--- src/rtl/tb_reorder_lifo_pkg.sv ---
// Shared constants and types for the traceback output reordering LIFO.
package tb_reorder_lifo_pkg;

  // Traceback depth in bits and the matching bank address width.
  localparam int WD_TB_DEPTH = 64;
  localparam int WD_TB_ADDR  = 6;

  // Per-bank occupancy state.
  typedef enum logic [1:0] {
    BANK_EMPTY    = 2'd0,
    BANK_FILLING  = 2'd1,
    BANK_FULL     = 2'd2,
    BANK_DRAINING = 2'd3
  } bank_state_e;

  // Read-side sequencer state.
  typedef enum logic {
    RD_IDLE  = 1'b0,
    RD_DRAIN = 1'b1
  } rd_state_e;

  // A bank can take write data only while it is not holding a closed block.
  function automatic logic is_writable(input bank_state_e s);
    return (s == BANK_EMPTY) || (s == BANK_FILLING);
  endfunction

endpackage

--- src/rtl/tblifo_bank.sv ---
// One ping-pong bank: bit storage, block length (kept as length-1),
// occupancy state, a write port and a registered read port.
module tblifo_bank
  import tb_reorder_lifo_pkg::*;
#(
  parameter int DEPTH   = WD_TB_DEPTH,
  parameter int WD_ADDR = WD_TB_ADDR
) (
  input  logic               Clock,
  input  logic               Reset,
  input  logic               wr_en,
  input  logic               wr_close,
  input  logic [WD_ADDR-1:0] wr_addr,
  input  logic               wr_bit,
  input  logic               start_drain,
  input  logic               drain_done,
  input  logic               rd_en,
  input  logic [WD_ADDR-1:0] rd_addr,
  output logic               rd_bit,
  output bank_state_e        state,
  output logic [WD_ADDR-1:0] last_idx
);

  logic [DEPTH-1:0]   mem_q, mem_d;
  bank_state_e        state_q, state_d;
  logic [WD_ADDR-1:0] len_m1_q, len_m1_d;   // block length minus one
  logic               rd_bit_q, rd_bit_d;

  // Next-state for storage, read data, length and occupancy.
  always_comb begin
    // NOTE: every variable gets a default first so no path leaves it unassigned (no latch).
    mem_d    = mem_q;
    rd_bit_d = rd_bit_q;
    state_d  = state_q;
    len_m1_d = len_m1_q;
    if (wr_en) mem_d[wr_addr] = wr_bit;
    if (rd_en) rd_bit_d = mem_q[rd_addr];
    case (state_q)
      BANK_EMPTY, BANK_FILLING: begin
        if (wr_en) begin
          if (wr_close) begin
            state_d  = BANK_FULL;
            len_m1_d = wr_addr;
          end else begin
            state_d  = BANK_FILLING;
          end
        end
      end
      BANK_FULL:     if (start_drain) state_d = BANK_DRAINING;
      BANK_DRAINING: if (drain_done)  state_d = BANK_EMPTY;
      default:       state_d = BANK_EMPTY;
    endcase
  end

  // Storage array register.
  always_ff @(posedge Clock) begin
    // NOTE: the bit array is deliberately not reset; bank state gates every read of it.
    mem_q <= mem_d;
  end

  // Control registers with synchronous reset.
  always_ff @(posedge Clock) begin
    // NOTE: sequential state uses non-blocking assignments so all flops update together.
    if (Reset) begin
      state_q  <= BANK_EMPTY;
      len_m1_q <= '0;
      rd_bit_q <= 1'b0;
    end else begin
      state_q  <= state_d;
      len_m1_q <= len_m1_d;
      rd_bit_q <= rd_bit_d;
    end
  end

  assign rd_bit   = rd_bit_q;
  assign state    = state_q;
  assign last_idx = len_m1_q;

endmodule

--- config.mk ---
export PLATFORM = sky130hd
export DESIGN_NAME = tblifo_bank
export DESIGN_NICKNAME = d
export VERILOG_FILES = /design/src/rtl/tb_reorder_lifo_pkg.sv /design/src/rtl/tblifo_bank.sv
export SDC_FILE = /design/constraint.sdc
export NUM_CORES = 1
export LEC_CHECK = 0
export ABC_AREA = 1
export ABC_CLOCK_PERIOD_IN_PS = 1610
export CORE_UTILIZATION = 42
export DETAILED_ROUTE_END_ITERATION = 8
export DONT_BUFFER_PORTS = 1
export MAX_ROUTING_LAYER = met4
export SLEW_MARGIN = 20
export SYNTH_ARGS = -nofsm -noshare
export SYNTH_HDL_FRONTEND = slang
export SYNTH_SLANG_ARGS = --single-unit
export TNS_END_PERCENT = 30
--- constraint.sdc ---
create_clock -name Clock -period 1.61 [get_ports Clock]
set_input_delay 0.2415 -clock Clock [delete_from_list [all_inputs] [get_ports Clock]]
set_output_delay 0.2415 -clock Clock [all_outputs]
set_load 0.005 [all_outputs]
==> impl_metrics.env <==
export IMPL_status="completed"
export IMPL_critical_path_class="register to register"
export IMPL_synthCells=341
export IMPL_start_kind="register"
export IMPL_slew_headroom=0.662
export IMPL_layout_drive_gt1_share=0.0576
export IMPL_route_detailed_drc=0
export IMPL_drt_iter0_markers=213
export IMPL_num_vias=2398
export IMPL_gp_congestion=0.887
export IMPL_first_global_vias=2364
export IMPL_dr_pass1_iters=4
export IMPL_tightest_slew_ps=506
export IMPL_grt_overflow=0
export IMPL_min_period_over_period=0.750
export IMPL_syn_num_nets=361
export IMPL_antenna_found_initial=0
export IMPL_area_growth_pct=8.50
export IMPL_fmax_mhz=828
export IMPL_p_leak_nw=1.26
export IMPL_clock_sinks=73
export IMPL_utilization=0.483
export IMPL_synth_top_cell_area_share=0.583
export IMPL_path_clk_slew_ps=80
export IMPL_synthDistinctLibCells=19
export IMPL_io_buffers=0
export IMPL_post_place_ws_ps=320
export IMPL_tns_ps=0
export IMPL_grt_total_usage=0.202
export IMPL_fp_coreArea_sq_um=7410
export IMPL_maxSlewViolCount=0
export IMPL_insertion_delay_ps=350
export IMPL_setup_viol_count_final=0
export IMPL_final_cell_area_sq_um=3580
export IMPL_p_total_mw=3.95
export IMPL_root_buffer="clkbuf_8"
export IMPL_yosys_warnings=0
export IMPL_die_width_um=90.6
export IMPL_hold_class="input port to register"
export IMPL_drt_wl_total_um=7570
export IMPL_worstPathRequired_ps=1860
export IMPL_synth_area_top_cells="edfxtp_1, nand3_1, nand2_1"
export IMPL_rsz0062_at_grt="false"
export IMPL_max_cap_viol_count=0
export IMPL_syn_area_per_cell_sq_um=9.67
export IMPL_cts_buffers=9
export IMPL_cts_tree="done"
export IMPL_h_tree_depth=3
export IMPL_wire_per_inst_um=17.0
export IMPL_worst_slack_ps=402
export IMPL_grt_first_pass_wirelength_um=12200
export IMPL_die_y_um=90.6
export IMPL_min_period_ps=1210
export IMPL_diodes=0
export IMPL_fp_row_count=31
export IMPL_via_per_inst=5.38
export IMPL_power_density_nw_per_um2=1100
export IMPL_dp_hpwl_um=5070
export IMPL_nets=362
export IMPL_irDropWorstVdd_mv=0.532
export IMPL_yosysSeqAreaShare=0.638
export IMPL_cp_max_fo=1
export IMPL_dp_cells=428
export IMPL_dieArea_sq_um=8210
export IMPL_final_cell_count_no_fill=446
export IMPL_grt_max_degree=65
export IMPL_arrival_ps=1460
export IMPL_critPathCaptureType="register"
export IMPL_ys_ff_latch=73
export IMPL_synthesis_area_sq_um=3300
export IMPL_ant_nets=0
export IMPL_fin_hold_ws_ps=31.4
export IMPL_skew_ps=6.80
export IMPL_synth_top_area_cell="edfxtp_1"
export IMPL_hold_viol=0
export IMPL_cts_buffer_depth=2
export IMPL_io_pins=29
export IMPL_start_util=0.445
export IMPL_place_area_sq_um=3320
placed cells by master (no fill, tap or decap), types with 2 or more instances in the layout:
cell	synthesis	layout
inv_1	13	13
nand2_1	83	83
a211oi_1	5	5
edfxtp_1	64	64
clkbuf_8	0	10
bufinv_16	0	2
nand3b_1	2	2
dfxtp_1	9	9
a21oi_1	2	2
nand3_1	70	70
nor2_1	74	74
kinds of logic (layout without fill, tap and decap cells):
logic type             Yosys count  count (layout)  synth area share
DFF                             73              73             0.638
buffers and inverters           28              34            0.0509
AOI/OAI and AO/OA               10              10            0.0205
and+or+nand+nor                230             230             0.291
where the power goes:
group	switching [mW]	internal [mW]
Sequential	0.0206	2.08
Combinational	0.166	0.0748
Clock	0.689	0.919
synthesized netlist by cell type:
| cell type | count |
|---|---|
| a31oi_1 | 1 |
| edfxtp_1 | 64 |
| buf_4 | 3 |
| o221ai_1 | 1 |
| nor3_1 | 1 |
| buf_2 | 3 |
| nand3b_1 | 2 |
| nand2_1 | 83 |
| nor2_1 | 74 |
| inv_4 | 1 |
| dfxtp_1 | 9 |
| inv_1 | 13 |
| nand3_1 | 70 |
| a211oi_1 | 5 |
| clkbuf_1 | 1 |
| o21ai_0 | 1 |
| a21oi_1 | 2 |
| inv_2 | 1 |
| buf_6 | 6 |
worst max-delay path, stage by stage, from the launching register on:
cell and delay, ps:
edfxtp_1 390, nand2_1 90, nand3_1 80, nand3_1 110, nand3_1 80, nand2_1 70
nand2_1 50, nand3_1 70, nand3_1 80, nand2_1 60, inv_1 30
timing repair:
action                    CTS  global route
hold endpoints to repair   72             0
buffers inserted            0             0
hold buffers                2             0
gates resized for setup     0             0
path summary, 6_finish.rpt:
| check | start | endpoint | slack [ps] | cells past startpoint |
|---|---|---|---|---|
| worst max-delay path | mem_q[35]$_DFFE_PP_ | rd_bit$_SDFFE_PP0P_ | 400 | 10 |
| worst min-delay path | wr_addr[1] | last_idx[1]$_SDFFE_PP0P_ | 30 | 2 |
| worst max register to register | mem_q[35]$_DFFE_PP_ | rd_bit$_SDFFE_PP0P_ | 400 | 10 |
| worst min register to register | last_idx[1]$_SDFFE_PP0P_ | last_idx[1]$_SDFFE_PP0P_ | 480 | 2 |
cell type report:
type | count | area (sq um)
timing repair buffer | 3 | 37.5
clock inverter | 6 | 90.1
multi-input combinational | 240 | 1030
fill | 688 | 3830
clock buffer | 10 | 138
sequential | 73 | 2100
tap | 99 | 124
inverter | 15 | 58.8
state kept, by name, summed over array words and instances (netlist names):
name and count:
last_idx 6, rd_bit 1, mem_q 64, state 2
routing by layer:
metal / global-route usage / vias up / share of wire / wire length [um]
met5: - / - / 0 / 0
met4: 0.0806 / 0 / 0.014 / 106
met3: 0.0471 / 9 / 0.071 / 537
met2: 0.316 / 78 / 0.49 / 3710
met1: 0.255 / 1150 / 0.42 / 3220
li1: - / 1161 / - / -
(Power assumes the default switching activity.)
